==> src/rtl/seq_detector_param.sv <==
// Serial pattern detector with a runtime-loadable pattern, a per-bit care mask and an
// overlap/non-overlap mode. It also provides a saturating match counter and a fill (progress) count.
module seq_detector_param #(
  parameter int               PAT_W   = 4,
  parameter int               CNT_W   = 8,
  parameter logic [PAT_W-1:0] DEF_PAT = 4'b1101
) (
  input  logic                         clock,
  input  logic                         resetn,
  input  logic                         w,
  input  logic                         w_valid,
  input  logic                         pat_load,
  input  logic [PAT_W-1:0]             pat_in,
  input  logic [PAT_W-1:0]             mask_in,
  input  logic                         overlap_in,
  input  logic                         count_clr,
  output logic                         match,
  output logic [CNT_W-1:0]             match_count,
  output logic [$clog2(PAT_W+1)-1:0]   fill,
  output logic [PAT_W-1:0]             pat_q
);

  localparam int FILL_W = $clog2(PAT_W+1);
  localparam logic [FILL_W-1:0] FULL    = FILL_W'(PAT_W);
  localparam logic [CNT_W-1:0]  CNT_MAX = {CNT_W{1'b1}};

  typedef enum logic {FILLING = 1'b0, ARMED = 1'b1} state_t;

  state_t             state_q, state_d;
  logic [PAT_W-1:0]   hist_q, hist_d;
  logic [FILL_W-1:0]  fill_q, fill_d;
  logic               match_q, match_d;
  logic [CNT_W-1:0]   cnt_q, cnt_d;
  logic [PAT_W-1:0]   pat_d;
  logic [PAT_W-1:0]   mask_q, mask_d;
  logic               ovl_q, ovl_d;

  logic [PAT_W-1:0]   hist_n;
  logic [FILL_W-1:0]  fill_n;
  logic               hit;

  // A pattern load takes priority over a valid bit, so a hit can only come from a consumed bit.
  always_comb begin
    hist_n = {hist_q[PAT_W-2:0], w};
    fill_n = (state_q == ARMED) ? FULL : fill_q + 1'b1;
    hit    = w_valid && !pat_load && (fill_n == FULL) &&
             (((hist_n ^ pat_q) & mask_q) == '0);
  end

  always_ff @(posedge clock) begin
    if (!resetn) begin
      state_q <= FILLING;
      hist_q  <= '0;
      fill_q  <= '0;
      match_q <= 1'b0;
      cnt_q   <= '0;
      pat_q   <= DEF_PAT;
      mask_q  <= '1;
      ovl_q   <= 1'b1;
    end else begin
      state_q <= state_d;
      hist_q  <= hist_d;
      fill_q  <= fill_d;
      match_q <= match_d;
      cnt_q   <= cnt_d;
      pat_q   <= pat_d;
      mask_q  <= mask_d;
      ovl_q   <= ovl_d;
    end
  end

  always_comb begin
    state_d = state_q;
    hist_d  = hist_q;
    fill_d  = fill_q;
    match_d = 1'b0;
    pat_d   = pat_q;
    mask_d  = mask_q;
    ovl_d   = ovl_q;
    cnt_d   = cnt_q;

    if (pat_load) begin
      pat_d   = pat_in;
      mask_d  = mask_in;
      ovl_d   = overlap_in;
      hist_d  = '0;
      fill_d  = '0;
      state_d = FILLING;
    end else if (w_valid) begin
      hist_d  = hist_n;
      match_d = hit;
      // A non-overlapping hit discards the window, so the next match needs PAT_W fresh bits.
      if (hit && !ovl_q) begin
        fill_d  = '0;
        state_d = FILLING;
      end else begin
        fill_d  = fill_n;
        state_d = (fill_n == FULL) ? ARMED : FILLING;
      end
    end

    if (count_clr)
      cnt_d = '0;
    else if (hit && (cnt_q != CNT_MAX))
      cnt_d = cnt_q + 1'b1;
  end

  assign match       = match_q;
  assign match_count = cnt_q;
  assign fill        = fill_q;

endmodule

==> config.mk <==
export PLATFORM = sky130hd
export DESIGN_NAME = seq_detector_param
export DESIGN_NICKNAME = d
export VERILOG_FILES = /design/src/rtl/seq_detector_param.sv
export SDC_FILE = /design/constraint.sdc
export NUM_CORES = 1
export LEC_CHECK = 0
export ABC_AREA = 1
export CORE_AREA = 4 4 59 61
export CTS_CLUSTER_DIAMETER = 60
export CTS_CLUSTER_SIZE = 25
export DETAILED_ROUTE_END_ITERATION = 7
export DIE_AREA = 0 0 63 65
export PLACE_DENSITY = 0.72
export SETUP_SLACK_MARGIN = 0.05
export SLEW_MARGIN = 10
export SYNTH_ARGS = -nofsm -noshare
export SYNTH_HDL_FRONTEND = slang
export SYNTH_SLANG_ARGS = --single-unit
==> constraint.sdc <==
create_clock -name clock -period 1.3 [get_ports clock]
set_input_delay 0.26 -clock clock [delete_from_list [all_inputs] [get_ports clock]]
set_output_delay 0.26 -clock clock [all_outputs]
set_load 0.02 [all_outputs]
* After elaboration in Yosys (flattened, before gate mapping)
Cells that the tools add are included.
** Cells by class
- $add $sub $neg :: 2
- Equal/unequal tests :: 2
- Muxes and demuxes :: 4
- Bitwise gates (word level) :: 4
- Reduce and logical (&&, ||, !) cells :: 11
** Operators with widths (number)
- 8-bit by 1-bit adder with 8-bit output (second input constant) :: 1
- 8-bit inequality test (second input constant) :: 1
- 3-bit two-way mux :: 2
- 1-bit logical AND :: 5
- 4-bit AND :: 1
- 4-bit logical NOT :: 1
- 2-bit OR reduction :: 2
- 4-bit bitwise XOR :: 1
- 3-bit by 1-bit adder with 3-bit output (second input constant) :: 1
- 3-bit equality test (second input constant) :: 1
- 3-bit OR reduction :: 1
- 1-bit logical NOT :: 2
- 1-bit two-way mux :: 2
- 1-bit inverter :: 2
** Storage, ports and cells
- Flip-flop bits (word level) :: 25
- Input port bits :: 15
- Logic and storage cells :: 31

* Logic depth before layout (Yosys ltp)
- Depth in word-level cells :: 7
- Gate-level depth with buffers :: 9
- Gate-level depth less buffers :: 9

* Worst setup path after synthesis
OpenSTA, ideal clock, no wires.
- Path type :: register to register
- Start :: register fill_q[1], in the netlist fill[1]
- End :: register cnt_q[6], in the netlist match_count[6]
- Arrival time :: 1.472 ns
- Data required time :: 1.184 ns
- Setup slack :: -0.288 ns
- Stages on the path, launching flop included :: 8
- Path buffers :: 0
- Period minus slack after synthesis :: 1.588 ns
- Cell sequence :: dfxtp_1 -> ha_1 -> o21ai_2 -> nand2_1 -> nor2_4 -> nand3_4 -> o21ai_0 -> nor2_1
** On the way
- Word-level cells in the longest chain between the ends :: 6
** Ends and longest elaborated chain
- start, declared :: RTL line 31 : logic [FILL_W-1:0] fill_q, fill_d;
- start signal, assigned :: RTL line 63 : fill_q <= fill_d;
- 3-bit by 1-bit adder with 3-bit output :: RTL line 45 : fill_n = (state_q == ARMED) ? FULL : fill_q + 1'b1;
- 3-bit two-way mux :: RTL line 45
- 3-bit equality test :: RTL line 46 : hit = w_valid && !pat_load && (fill_n == FULL) &&
- 1-bit logical AND (2 in series) :: RTL line 46
- 1-bit logical AND :: RTL line 104 : else if (hit && (cnt_q != CNT_MAX))
- end signal, assigned :: RTL line 65 : cnt_q <= cnt_d;
- end, declared :: RTL line 33 : logic [CNT_W-1:0] cnt_q, cnt_d;
Every way passes these cells.
A chain may end at the register's enable or synchronous reset.

* Worst setup path after layout
- Start :: register fill_q[0], in the netlist fill[0]
- End :: register cnt_q[4], in the netlist match_count[4]
The elaborated chain is that of the path after synthesis.

==> results.sh <==
export IMPL_path_clk_slew_ns=0.15
export IMPL_synth_distinct_cells=23
export IMPL_power_frac_clock_pct=26.7
export IMPL_final_critical_path_setup_slack_ns=-0.222
export IMPL_class_of_the_tightest_hold_or_removal_check="flop to flop"
export IMPL_slew_headroom_pct=81.6
export IMPL_total_power_w=0.00139
export IMPL_antenna_found_initial=0
export IMPL_worstSetupStartpointType="flop"
export IMPL_postRouteAntennaNets=0
export IMPL_portBuffers=30
export IMPL_grt_max_degree=16
export IMPL_synth_largest_type_area_fraction_pct=40.5
export IMPL_end_kind="flop"
export IMPL_post_route_period_util_pct=117
export IMPL_post_synth_inst_count=167
export IMPL_cellInternalPower_w=0.00101
export IMPL_synth_edff_count=0
export IMPL_ys_seq_area_share_pct=40.5
export IMPL_die_area_mm2=0.00410
export IMPL_power_share_switching_pct=27.1
export IMPL_synthesized_area_mm2=0.00124
export IMPL_final_net_count=245
export IMPL_dominantRegCellSynth="dfxtp_1"
export IMPL_die_w_um=63
export IMPL_number_of_global_route_vias_before_repair=1187
export IMPL_critical_path_max_stage_delay_ns=0.38
export IMPL_grt_pass1_wl_um=5090
export IMPL_cts_made_buffers=3
export IMPL_part_of_the_power_in_combinational_logic_pct=15.2
export IMPL_clock_latency_ns=0.33
export IMPL_finalSetupViolCount=12
export IMPL_worstPathArrival_ns=1.78
export IMPL_synth_net_count=184
export IMPL_synth_top_cells_by_count="nand2_1 (42), dfxtp_1 (25), inv_1 (24)"
export IMPL_final_hold_violation_count=0
export IMPL_tritoncts="done"
export IMPL_cts_num_sinks=25
export IMPL_final_area_mm2=0.00183
export IMPL_maxCapViolCount=0
export IMPL_power_per_cell_area_mw_per_mm2=757
export IMPL_critical_path_top_delay_family="flip-flops"
export IMPL_power_switching_w=0.000375
export IMPL_critical_path_slowest_cell="dfxtp_4"
export IMPL_synth_async_sr_flop_share_pct=0
export IMPL_rows=20
export IMPL_dpl_hpwl_um=2210
export IMPL_numPlacedInstances=252
export IMPL_max_freq_mhz=657
export IMPL_globalRouteOverflowTotal=0
export IMPL_violations_in_the_final_reports="setup timing"
export IMPL_crit_fanout=5
export IMPL_drcViolationCount=0
export IMPL_cts_htree_levels=1
export IMPL_timing_setup_critical_path_class="flop to flop"
export IMPL_final_slew_violations=0
export IMPL_insertedDiodeCount=0
export IMPL_synth_area_leaders="dfxtp_1 (40%), nand2_1 (13%), inv_1 (7.3%)"
export IMPL_transition_at_the_pin_with_the_smallest_max_transition_slack_ns=0.275
export IMPL_yosysWarnings=0
export IMPL_drive_gt1_share_pct=32.2
export IMPL_wl_per_cell_um=11.1
export IMPL_routed_via_count=1235
export IMPL_cts_hold_buffers_added=0
export IMPL_sequential_power_share_pct=58.1
export IMPL_dpl_cell_area_mm2=0.00177
export IMPL_synth_largest_area_cell="dfxtp_1"
export IMPL_irDropWorstVdd_mv=0.677
export IMPL_worstPathCellList="ha_4, o21ai_2, nand2_1, nor2_4, buf_4, nand4_1, a21oi_1"
export IMPL_rsz0062_at_grt="true"
export IMPL_clk_path_buf_depth=2
export IMPL_worst_case_clock_skew_ns=0.00659
export IMPL_groute_usage_overall_pct=15.3
export IMPL_fin_crit_ns=1.52
export IMPL_clock_tree_root_cell="clkbuf_4"
export IMPL_drt_first_iter_violations=46
export IMPL_ys_seq_elements=25
export IMPL_die_height_um=65
export IMPL_critical_path_required_ns=1.56
export IMPL_leak_pwr_nw=0.832
export IMPL_critPathBufInv=1
export IMPL_gp_congestion=0.762
export IMPL_core_mm2=0.00298
export IMPL_post_synth_cell_area_avg_um2=7.40
export IMPL_final_non_filler_cells=260
export IMPL_floorplan_initialDensity_pct=41.5
export IMPL_design_portCount=31
export IMPL_drt_pass1_iter_count=4
export IMPL_total_detailed_routing_wirelength_um=2880
export IMPL_outcome="finished, violations left"
export IMPL_yosys_cell_count_top_type="nand2_1"
export IMPL_area_delta_synth_final_pct=48.3
export IMPL_avgViaCountPerCell=4.75
[power by group through the flow]
stage / sequential [W] / combinational, W / clock [W]
3_5_place_dp: 0.000821 / 0.000219 / 0
2_1_floorplan: 0.000832 / 0.0000961 / 0
5_1_grt: 0.000811 / 0.000233 / 0.000412
6_report: 0.000806 / 0.000210 / 0.000371
3_3_place_gp: 0.000821 / 0.000213 / 0
4_1_cts: 0.000805 / 0.000217 / 0.000378
[flip-flops by register name (all words and copies together), names as in the netlist]
| signal | flops |
|---|---|
| match_count | 8 |
| mask_q | 4 |
| pat_q | 4 |
| fill | 3 |
| hist_q | 3 |
| match | 1 |
| ovl_q | 1 |
| state_q | 1 |
[cell families (layout without fill, tap and decap cells)]
| group | after synthesis | after routing | share of synthesized area, % |
|---|---|---|---|
| DFF | 25 | 25 | 40.5 |
| xor gates and xnor gates | 3 | 3 | 2.13 |
| AOI/OAI and AO/OA | 31 | 31 | 13.6 |
| adders and majority gates | 2 | 2 | 2.02 |
| and+or+nand+nor | 79 | 79 | 32.8 |
| buffers and inverters | 27 | 87 | 9.01 |
[layer usage]
layer  global-route usage (%)  vias to the layer above  part of all wire (%)
met1                     19.5                      542                    48
met3                     1.91                        5                   2.6
met4                     6.61                        0                   1.9
met5                        0                        -                     0
met2                     25.8                       25                    47
li1                         -                      663                     -
[path summary, 6_finish.rpt]
| kind | startpoint | to | slack (ns) | depth (start not counted) |
|---|---|---|---|---|
| min | ovl_q$_SDFFE_PN1P_ | ovl_q$_SDFFE_PN1P_ | 0.47 | 2 |
| min reg2reg | ovl_q$_SDFFE_PN1P_ | ovl_q$_SDFFE_PN1P_ | 0.47 | 2 |
| max reg2reg | fill[0]$_SDFFE_PP0P_ | match_count[4]$_SDFFE_PP0P_ | -0.22 | 7 |
| max | fill[0]$_SDFFE_PP0P_ | match_count[4]$_SDFFE_PP0P_ | -0.22 | 7 |
[worst register-to-register path: cells and delay by family (launching register included)]
family                     cells  cell delay, ns
AOI/OAI and AO/OA              2            0.29
buffers and inverters          1            0.17
adders and majority gates      1            0.24
DFF                            1            0.38
and+or+nand+nor                3            0.37
[placed cells by master (no fill, tap or decap), drive strengths merged]
master and count:
o21ai 11, xor2 3, nand2 43, clkbuf 6, a211oi 1, ha 2
nor2 13, buf 38, clkdlybuf4s15 3, o21bai 1, nand3b 1, nand3 15
nand4 6, a21oi 18, inv 25, clkdlybuf4s50 14, dfxtp 25, nor3 1
clkinvlp 1
[final cells by class]
class | instances | area, um2
inverters | 25 | 96.3
clock buffers | 3 | 22.5
well taps | 33 | 41.3
repair buffers | 58 | 494
clock inverters | 1 | 7.51
multi-input cells | 115 | 649
fillers | 283 | 1140
flip-flops and latches | 25 | 522
[timing repair]
| action | CTS | global route |
|---|---|---|
| pin swaps | 3 | 0 |
| cloned | 0 | 0 |
| setup endpoints to repair | 27 | 27 |
| setup buffers | 2 | 2 |
| gates resized for setup | 60 | 18 |
[stage by stage]
step / setup WS [ns] / setup TNS, ns / hold slack, ns / util, %
2_1_floorplan: -0.132 / -0.889 / 0.344 / -
3_3_place_gp: -0.311 / -4.18 / 0.446 / 59.3
3_5_place_dp: -0.353 / -4.86 / 0.453 / 59.3
4_1_cts: -0.191 / -1.65 / 0.473 / 62.1
5_1_grt: -0.302 / -2.59 / 0.481 / 61.6
6_report: -0.222 / -1.59 / 0.469 / 61.6
(Power assumes the default switching activity.)
